$ cat config.mk
export PLATFORM = sky130hd
export DESIGN_NAME = lookahead_mport_ram
export DESIGN_NICKNAME = d
export VERILOG_FILES = /design/src/rtl/lookahead_mport_ram_pkg.sv /design/src/rtl/lookahead_ram_bank.sv /design/src/rtl/lookahead_mport_ram.sv
export SDC_FILE = /design/constraint.sdc
export NUM_CORES = 1
export LEC_CHECK = 0
export ABC_AREA = 1
export CORE_MARGIN = 2
export CORE_UTILIZATION = 59
export CTS_CLUSTER_DIAMETER = 30
export DETAILED_ROUTE_END_ITERATION = 6
export GPL_ROUTABILITY_DRIVEN = 0
export PLACE_DENSITY = 0.83
export SYNTH_ARGS = -nofsm -noshare
export SYNTH_HDL_FRONTEND = slang
export SYNTH_HIERARCHICAL = 1
export SYNTH_SLANG_ARGS = --single-unit
$ cat constraint.sdc
create_clock -name clk -period 3.78 [get_ports clk]
set_input_delay 0.756 -clock clk [delete_from_list [all_inputs] [get_ports clk]]
set_output_delay 0.756 -clock clk [all_outputs]
set_load 0.1 [all_outputs]
$ cat src/rtl/lookahead_mport_ram_pkg.sv
// ---------------------------------------------------------------------------
// lookahead_mport_ram_pkg
//
// Shared declarations for the lookahead multiport RAM and its bank sub-module.
//   ram_state_t  : power-up sequencing states (RESET -> optional CLEAR -> READY)
//   calc_addr_w  : address width for a given depth, never narrower than 1 bit
// ---------------------------------------------------------------------------
package lookahead_mport_ram_pkg;

    // Power-up sequencing states. CLEAR is only visited when zero-fill is enabled.
    typedef enum logic [1:0] {
        ST_RESET = 2'd0,
        ST_CLEAR = 2'd1,
        ST_READY = 2'd2
    } ram_state_t;

    // A single-word RAM still needs a 1-bit address port so the port lists
    // never collapse to zero width.
    function automatic int calc_addr_w(input int depth);
        int w;
        w = $clog2(depth);
        return (w < 1) ? 1 : w;
    endfunction

endpackage

$ cat src/rtl/lookahead_ram_bank.sv
// ---------------------------------------------------------------------------
// lookahead_ram_bank
//
// One simple dual-port inferred RAM: a single byte-enabled write port and a
// single registered read port, both on clk. A read and a write to the same
// address on the same edge return the OLD word; the parent handles bypass.
// The read register only updates when rd_en is high, so the output holds.
//
// Ports
//   clk      in  : clock, rising edge
//   wr_en    in  : write strobe (caller guarantees wr_addr < DEPTH)
//   wr_addr  in  : write address
//   wr_data  in  : write data
//   wr_be    in  : per-byte write mask
//   rd_en    in  : read strobe (caller guarantees rd_addr < DEPTH)
//   rd_addr  in  : read address
//   rd_data  out : registered read data
// ---------------------------------------------------------------------------
module lookahead_ram_bank
    import lookahead_mport_ram_pkg::*;
#(
    parameter int DATA_WIDTH = 8,
    parameter int DEPTH      = 4,
    localparam int ADDR_W    = calc_addr_w(DEPTH),
    localparam int BE_W      = DATA_WIDTH / 8
)(
    input  logic                  clk,
    input  logic                  wr_en,
    input  logic [ADDR_W-1:0]     wr_addr,
    input  logic [DATA_WIDTH-1:0] wr_data,
    input  logic [BE_W-1:0]       wr_be,
    input  logic                  rd_en,
    input  logic [ADDR_W-1:0]     rd_addr,
    output logic [DATA_WIDTH-1:0] rd_data
);

    logic [DATA_WIDTH-1:0] mem [DEPTH];

    // Byte-lane write. Kept free of reset so the array maps onto block RAM.
    always_ff @(posedge clk) begin
        if (wr_en) begin
            for (int b = 0; b < BE_W; b++) begin
                if (wr_be[b]) begin
                    mem[wr_addr][b*8 +: 8] <= wr_data[b*8 +: 8];
                end
            end
        end
    end

    // Registered read. Non-blocking semantics give read-old-data on a
    // same-edge collision with the write above.
    always_ff @(posedge clk) begin
        if (rd_en) begin
            rd_data <= mem[rd_addr];
        end
    end

endmodule

$ cat src/rtl/lookahead_mport_ram.sv
// ---------------------------------------------------------------------------
// lookahead_mport_ram
//
// Write-first multiport RAM: one byte-enabled write port feeding NUM_RD
// replicated banks, each bank serving one read port with a one-cycle
// registered read. A read that collides with an accepted write on the same
// edge sees the new bytes through a per-port bypass register. Optionally
// zero-fills the whole array after reset before accepting writes.
//
// Ports
//   clk              in  : clock, rising edge
//   reset            in  : synchronous, active-high
//   wr_address       in  : write address (ADDR_W)
//   wr_writedata     in  : write data (DATA_WIDTH)
//   wr_byteenable    in  : per-byte write mask (BE_W)
//   wr_write         in  : write strobe
//   wr_waitrequest   out : high while writes are ignored (reset / clearing)
//   rd_address       in  : port p address at [p*ADDR_W +: ADDR_W]
//   rd_read          in  : per-port read strobe
//   rd_readdata      out : port p data at [p*DATA_WIDTH +: DATA_WIDTH]
//   rd_readdatavalid out : per-port data-valid, one cycle after rd_read
// ---------------------------------------------------------------------------
module lookahead_mport_ram
    import lookahead_mport_ram_pkg::*;
#(
    parameter int DATA_WIDTH     = 8,
    parameter int DEPTH          = 4,
    parameter int NUM_RD         = 1,
    parameter int CLEAR_ON_RESET = 0,
    localparam int ADDR_W        = calc_addr_w(DEPTH),
    localparam int BE_W          = DATA_WIDTH / 8
)(
    input  logic                         clk,
    input  logic                         reset,
    input  logic [ADDR_W-1:0]            wr_address,
    input  logic [DATA_WIDTH-1:0]        wr_writedata,
    input  logic [BE_W-1:0]              wr_byteenable,
    input  logic                         wr_write,
    output logic                         wr_waitrequest,
    input  logic [NUM_RD*ADDR_W-1:0]     rd_address,
    input  logic [NUM_RD-1:0]            rd_read,
    output logic [NUM_RD*DATA_WIDTH-1:0] rd_readdata,
    output logic [NUM_RD-1:0]            rd_readdatavalid
);

    // One extra bit so DEPTH itself is representable for range compares
    // (matters for non-power-of-2 depths where the address can overshoot).
    localparam logic [ADDR_W:0] DEPTH_EXT = (ADDR_W+1)'(DEPTH);

    ram_state_t            state;
    logic [ADDR_W-1:0]     clr_cnt;

    logic                  clearing;
    logic                  wr_in_range;
    logic                  wr_accept;
    logic                  bank_wr_en;
    logic [ADDR_W-1:0]     bank_wr_addr;
    logic [DATA_WIDTH-1:0] bank_wr_data;
    logic [BE_W-1:0]       bank_wr_be;

    // Sequencing FSM. Leaving reset either starts a top-down zero-fill or
    // goes straight to READY. wr_waitrequest is registered alongside the
    // state so it is glitch-free and changes on the same edge as the state.
    always_ff @(posedge clk) begin
        if (reset) begin
            state          <= ST_RESET;
            clr_cnt        <= '0;
            wr_waitrequest <= 1'b1;
        end else begin
            case (state)
                ST_RESET: begin
                    if (CLEAR_ON_RESET != 0) begin
                        state   <= ST_CLEAR;
                        clr_cnt <= ADDR_W'(DEPTH - 1);
                    end else begin
                        state          <= ST_READY;
                        wr_waitrequest <= 1'b0;
                    end
                end
                ST_CLEAR: begin
                    if (clr_cnt == '0) begin
                        state          <= ST_READY;
                        wr_waitrequest <= 1'b0;
                    end else begin
                        clr_cnt <= clr_cnt - ADDR_W'(1);
                    end
                end
                ST_READY: begin
                    state <= ST_READY;
                end
                default: begin
                    state          <= ST_RESET;
                    wr_waitrequest <= 1'b1;
                end
            endcase
        end
    end

    // The shared write bus: the clear engine owns it during CLEAR, otherwise
    // only in-range user writes in READY get through. Out-of-range writes are
    // silently dropped.
    assign clearing     = (state == ST_CLEAR);
    assign wr_in_range  = ({1'b0, wr_address} < DEPTH_EXT);
    assign wr_accept    = (state == ST_READY) && wr_write && wr_in_range;
    assign bank_wr_en   = clearing || wr_accept;
    assign bank_wr_addr = clearing ? clr_cnt : wr_address;
    assign bank_wr_data = clearing ? '0 : wr_writedata;
    assign bank_wr_be   = clearing ? '1 : wr_byteenable;

    // One bank per read port, all receiving the identical write stream so the
    // copies never diverge.
    for (genvar p = 0; p < NUM_RD; p++) begin : g_port
        logic [ADDR_W-1:0]     rd_addr;
        logic                  rd_in_range;
        logic                  rd_accept;
        logic                  bank_rd_en;
        logic                  byp_hit;
        logic [DATA_WIDTH-1:0] bank_q;
        logic                  valid_q;
        logic                  zero_q;
        logic                  byp_q;
        logic [BE_W-1:0]       byp_be_q;
        logic [DATA_WIDTH-1:0] byp_data_q;
        logic [DATA_WIDTH-1:0] byp_mask;
        logic [DATA_WIDTH-1:0] merged;

        assign rd_addr     = rd_address[p*ADDR_W +: ADDR_W];
        assign rd_in_range = ({1'b0, rd_addr} < DEPTH_EXT);
        assign rd_accept   = rd_read[p] && (state != ST_RESET);
        assign bank_rd_en  = rd_accept && rd_in_range;
        assign byp_hit     = rd_accept && wr_accept && (rd_addr == wr_address);

        lookahead_ram_bank #(
            .DATA_WIDTH (DATA_WIDTH),
            .DEPTH      (DEPTH)
        ) u_bank (
            .clk     (clk),
            .wr_en   (bank_wr_en),
            .wr_addr (bank_wr_addr),
            .wr_data (bank_wr_data),
            .wr_be   (bank_wr_be),
            .rd_en   (bank_rd_en),
            .rd_addr (rd_addr),
            .rd_data (bank_q)
        );

        // Per-port side registers captured with each accepted read: the
        // force-zero flag (clearing or out-of-range) and the bypass
        // flag/mask/data. They only move on an accepted read, which together
        // with the bank read register makes rd_readdata hold between reads.
        // zero_q resets high so the output reads 0 before the first read,
        // while the bank register itself is still unknown.
        always_ff @(posedge clk) begin
            if (reset) begin
                valid_q    <= 1'b0;
                zero_q     <= 1'b1;
                byp_q      <= 1'b0;
                byp_be_q   <= '0;
                byp_data_q <= '0;
            end else begin
                valid_q <= rd_accept;
                if (rd_accept) begin
                    zero_q     <= clearing || !rd_in_range;
                    byp_q      <= byp_hit;
                    byp_be_q   <= wr_byteenable;
                    byp_data_q <= wr_writedata;
                end
            end
        end

        // Expand the captured byte mask to bit lanes and overlay the bypassed
        // bytes on top of the old word coming out of the bank.
        always_comb begin
            byp_mask = '0;
            for (int b = 0; b < BE_W; b++) begin
                byp_mask[b*8 +: 8] = {8{byp_q & byp_be_q[b]}};
            end
            merged = zero_q ? '0 : ((bank_q & ~byp_mask) | (byp_data_q & byp_mask));
        end

        assign rd_readdata[p*DATA_WIDTH +: DATA_WIDTH] = merged;
        assign rd_readdatavalid[p]                     = valid_q;
    end

endmodule
# Yosys cells after proc, flatten, opt, wreduce, memory -nomap -nowiden
# Memories as Yosys holds them, arrays and structs flattened. A register that Yosys moved wholly into a read port is not among the register bits.
# Cells that the tools add are included.
[op_classes] addsub=1 eq_ne=4 muxes=11 bitwise_logic=7 n_reduce_logical=11
[ops] cell="8-bit bitwise AND" n=2
[ops] cell="8-bit two-way mux" n=2
[ops] cell="8-bit inverter" n=1
[ops] cell="8-bit OR" n=1
[ops] cell="1-bit two-way mux" n=5
[ops] cell="1-bit logical AND" n=4
[ops] cell="2-bit zero test" n=2
[ops] cell="2-bit two-way mux" n=2
[ops] cell="2-bit case mux with 2 select lines" n=1
[ops] cell="2-bit AND reduction" n=2
[ops] cell="1-bit case mux with 3 select lines" n=1
[ops] cell="2-bit by 1-bit == test with 1-bit output, second input constant" n=1
[ops] cell="2-bit == test" n=1
[ops] cell="2-bit == test, second input constant" n=1
[ops] cell="2-bit by 1-bit inequality test with 1-bit output, second input constant" n=1
[ops] cell="1-bit inverter" n=2
[ops] cell="2-bit nonzero test" n=1
[ops] cell="2-bit OR reduction" n=1
[ops] cell="2-bit by 1-bit subtractor with 2-bit output, second input constant" n=1
[ops] cell="1-bit bitwise AND" n=1
[ops] cell="1-bit logical OR" n=1
[word_totals] ff_bits=17 ram_bits=32 input_bits=17 out_inout_bits=10 word_cells=43 memories=1
[mem_list] memory="g_port[0].u_bank.mem" words=4 word_bits=8 read_ports=1 rd_clocked_by_memory_dff=1 write_ports=1 line_no="lookahead_ram_bank.sv:37" source="logic [DATA_WIDTH-1:0] mem [DEPTH];"

# Longest topological paths before layout
[depth] depth_word=5 mapped_depth=6 depth_no_buf=5

# Cells and area by module
# Netlist, hierarchy kept.
[by_module_without_submodules] mod="lookahead_ram_bank" n_inst=1 cells_per_inst=141 area_each_um2=1627.8 seq_area_each_um2=1201.2
[by_module_without_submodules] mod="lookahead_mport_ram" n_inst=1 cells_per_inst=94 area_each_um2=624.3 seq_area_each_um2=280.3

# Least setup slack after synthesis
# No wires, ideal clock.
[synth_path] path_type="register to output" start="register g_port[0].byp_q" end="output port rd_readdata[0]" t_arrival_ps=1871 required_ps=3024 setup_slack_ps=1153 stages_incl_launch_ff=5 path_buffers=0 path_cell_list="dfxtp_1 > nand2_1 > inv_2 > nor2_1 > nor2_1"
[synth_via] elab_chain_cells=5 word_cells_on_any_way=6 cone_classes="1 x mux; 5 x bitwise"
[synth_rtl] item="start, declared" line_no="lookahead_mport_ram.sv:121" source="logic byp_q;"
[synth_rtl] item="start signal, assigned" line_no="lookahead_mport_ram.sv:164" source="byp_q <= byp_hit;"
[synth_rtl] item="1-bit bitwise AND (*)" line_no="lookahead_mport_ram.sv:176" source="byp_mask[b*8 +: 8] = {8{byp_q & byp_be_q[b]}};"
[synth_rtl] item="8-bit inverter" line_no="lookahead_mport_ram.sv:178" source="merged = zero_q ? '0 : ((bank_q & ~byp_mask) | (byp_data_q & byp_mask));"
[synth_rtl] item="8-bit bitwise AND" line_no="lookahead_mport_ram.sv:178"
[synth_rtl] item="8-bit OR (*)" line_no="lookahead_mport_ram.sv:178"
[synth_rtl] item="8-bit two-way mux (*)" line_no="lookahead_mport_ram.sv:178"
[synth_rtl] item="end, declared" line_no="lookahead_mport_ram.sv:42" source="output logic [NUM_RD*DATA_WIDTH-1:0] rd_readdata,"
# Every way passes the cells marked *; elsewhere a longest branch is shown, timed or not.

# Worst setup path in the final report
[layout_path] start="register wr_waitrequest" end="output port wr_waitrequest"
[layout_rtl] item="start, declared" line_no="lookahead_mport_ram.sv:39" source="output logic wr_waitrequest,"
[layout_rtl] item="start signal, assigned" line_no="lookahead_mport_ram.sv:68" source="wr_waitrequest <= 1'b1;"
[layout_rtl] item="start signal, assigned" line_no="lookahead_mport_ram.sv:77" source="wr_waitrequest <= 1'b0;"
[layout_rtl] item="start signal, assigned" line_no="lookahead_mport_ram.sv:83" source="wr_waitrequest <= 1'b0;"
# No word-level cell between the ends.

==> impl_metrics.json <==
{
  "max_freq_ghz": 0.389,
  "crit_slowest_cell": "clkdlybuf4s50_1",
  "critical_path_class": "reg2out",
  "drv_cap": 0,
  "setup_viol": 0,
  "synth.distinct_cells": 15,
  "yosysSeqAreaShare_pct": 65.8,
  "synth-seq-cells": 54,
  "layout-drive-gt1-share_pct": 7.95,
  "hold_viol": 0,
  "cp-start-kind": "register",
  "p_leak_nw": 1.15,
  "synth.top_cell.area_share_pct": 53.3,
  "rsz0062_at_grt": "false",
  "drcViolationCount": 0,
  "cts_buffers": 5,
  "required_ps": 3020,
  "n_antenna_cell": 0,
  "setup_tns_ps": 0,
  "synth_commonest_cells": "nand2_1, inv_1, edfxtp_1",
  "final_antenna_net_count": 0,
  "nets": 280,
  "synth.largest_area_cell": "edfxtp_1",
  "ys_warn_count": 6,
  "synthCells": 235,
  "fill_cells": 277,
  "rows": 22,
  "first_pass_iters": 4,
  "grt_pass1_wl_um": 6550,
  "synth.cell_area_um2": 2250,
  "r2r_start": "state[1]",
  "max_stage_delay_ps": 1140,
  "synth_compound_area_share_pct": 4.22,
  "antenna_found_initial": 0,
  "cp_cell_sequence": "clkdlybuf4s50_1",
  "min_path_type": "reg2reg",
  "seqCellArea_um2": 1480,
  "synth_mux_area_share_pct": 0,
  "synth-simple-area-share_pct": 19.6,
  "fp.dieArea_um2": 4330,
  "synth_area_leaders": "edfxtp_1, dfxtp_1, nand2_1",
  "via_per_inst": 4.81,
  "portBuffers": 26,
  "grt_max_degree": 20,
  "path_buf_inv": 1,
  "areaGrowthSynthToFinish_pct": 15.0,
  "clk_pin_slew_ps": 90,
  "slew_violations": 0,
  "syn_avg_cell_area_um2": 9.58,
  "core_area_um2": 3660,
  "relSlewSlack_pct": 27.9,
  "cts_setup_buffers": 0,
  "clock_path_buffers": 2,
  "vias": 1500,
  "dr.first_iter.drc_count": 78,
  "status": "finished clean",
  "cts_sinks": 54,
  "synth-edff-count": 40,
  "synthArstFlopShare_pct": 0,
  "reg2reg_depth": 4,
  "r2r_end": "g_port[0].u_bank/mem[2][1]",
  "whs_ps": 470,
  "power_density_nw_per_um2": 417,
  "cpLargestDelayFamily": "buffers and inverters",
  "total_power_mw": 1.08,
  "synth_xor_area_share_pct": 0,
  "multi_input_area_um2": 537,
  "wire_per_inst_um": 12.3,
  "grt-ovfl-total": 0,
  "timing.final.crit_share_pct": 67.9,
  "critPathLaunch": "wr_waitrequest",
  "worstMarginPinSlew_ps": 1070,
  "finish.utilization_pct": 70.7,
  "fin_crit_ps": 2570,
  "fin_skew_ps": 7.41,
  "die_w_um": 65.8,
  "start_util_pct": 61.5,
  "synth_top_family_by_area": "simple AND/OR/NAND/NOR gates",
  "cp-endpoint": "wr_waitrequest",
  "syn_nets": 252,
  "cp.depth": 1,
  "pin_count": 27,
  "cp-end-kind": "output port",
  "final_cell_area_um2": 2590,
  "dpl-instance-area_um2": 2500,
  "cts-root-buf": "clkbuf_8",
  "hold_buffers": 0,
  "drt-total-wl_um": 3840,
  "track_usage_pct": 21.0,
  "synth_fa_ha_area_share_pct": 0,
  "yosysMostFrequentCell": "nand2_1",
  "cts_tree": "yes",
  "cts_max_level": 2,
  "postCtsResizedCells": 0,
  "cp.arrival_ps": 1810,
  "grt_pass1_vias": 1339,
  "dp_hpwl_um": 2890,
  "regToRegSetupSlack_ps": 1950,
  "clk_latency_ps": 300,
  "chipHeight_um": 65.8,
  "synth_flop_cell": "edfxtp_1",
  "worstPathMaxFanout": 2,
  "ir_drop_uv": 273
}
## cell families (layout without fill, tap and decap cells)
logic type      count (synthesis)  count (layout)
simple gates                  110             110
buf+inv                        52              81
compound gates                 19              19
flops                          54              54
## routing by layer
metal | wire length (um) | part of all wire (%) | vias up | GRT usage [%]
li1 | - | - | 793 | -
met1 | 1780 | 46 | 669 | 30.1
met2 | 1780 | 46 | 34 | 30.6
met3 | 199 | 5.2 | 4 | 5.11
met4 | 78 | 2.0 | 0 | 9.38
met5 | 0 | 0 | - | 0
## area by class of cell
| class | instances | area share [%] |
|---|---|---|
| timing repair buffer | 28 | 9.86 |
| tap | 48 | 2.32 |
| clock inverter | 3 | 0.628 |
| sequential | 54 | 57.2 |
| multi-input combinational | 129 | 20.7 |
| clock buffer | 5 | 2.66 |
| inverter | 45 | 6.62 |
## report_power, final
part,switching [mW],internal (mW)
logic,0.0841,0.0379
clock network,0.171,0.127
registers,0.00618,0.654
total,0.262,0.819
## per-stage QoR
step / cells / setup WS (ps)
5_1_grt: 312 / 1160
6_report: 312 / 1210
4_1_cts: 312 / 1190
3_3_place_gp: 304 / 1220
3_5_place_dp: 304 / 1110
2_1_floorplan: 235 / 1150
## sequential cells by signal (all words and copies together) (netlist names)
register	count
g_port.u_bank/mem	32
g_port.byp_data_q	8
g_port.u_bank/rd_data	8
g_port.byp_be_q	1
g_port.byp_q	1
g_port.zero_q	1
rd_readdatavalid	1
state	1
wr_waitrequest	1
## how the worst min path moves through the flow
stage,startpoint,to,cells past startpoint
2_1_floorplan,g_port[0].byp_q,g_port[0].byp_q,2
3_3_place_gp,wr_waitrequest,wr_waitrequest,2
3_5_place_dp,g_port[0].byp_q,g_port[0].byp_q,2
4_1_cts,g_port[0].byp_q,g_port[0].byp_q,2
5_1_grt,g_port[0].byp_be_q,g_port[0].byp_be_q,2
6_report,g_port[0].byp_q,g_port[0].byp_q,2
## cell usage in the layout, fill, tap and decap left out
cell type / count
a21oi_1: 1
buf_4: 10
clkbuf_8: 5
clkdlybuf4s50_1: 18
clkinv_1: 1
clkinv_2: 1
clkinvlp_4: 1
dfxtp_1: 14
edfxtp_1: 40
inv_1: 42
inv_2: 2
inv_4: 1
nand2_1: 52
nand2_2: 1
nand3_1: 17
nor2_1: 36
nor3_1: 4
o21ai_0: 18
(Power assumes the default switching activity.)
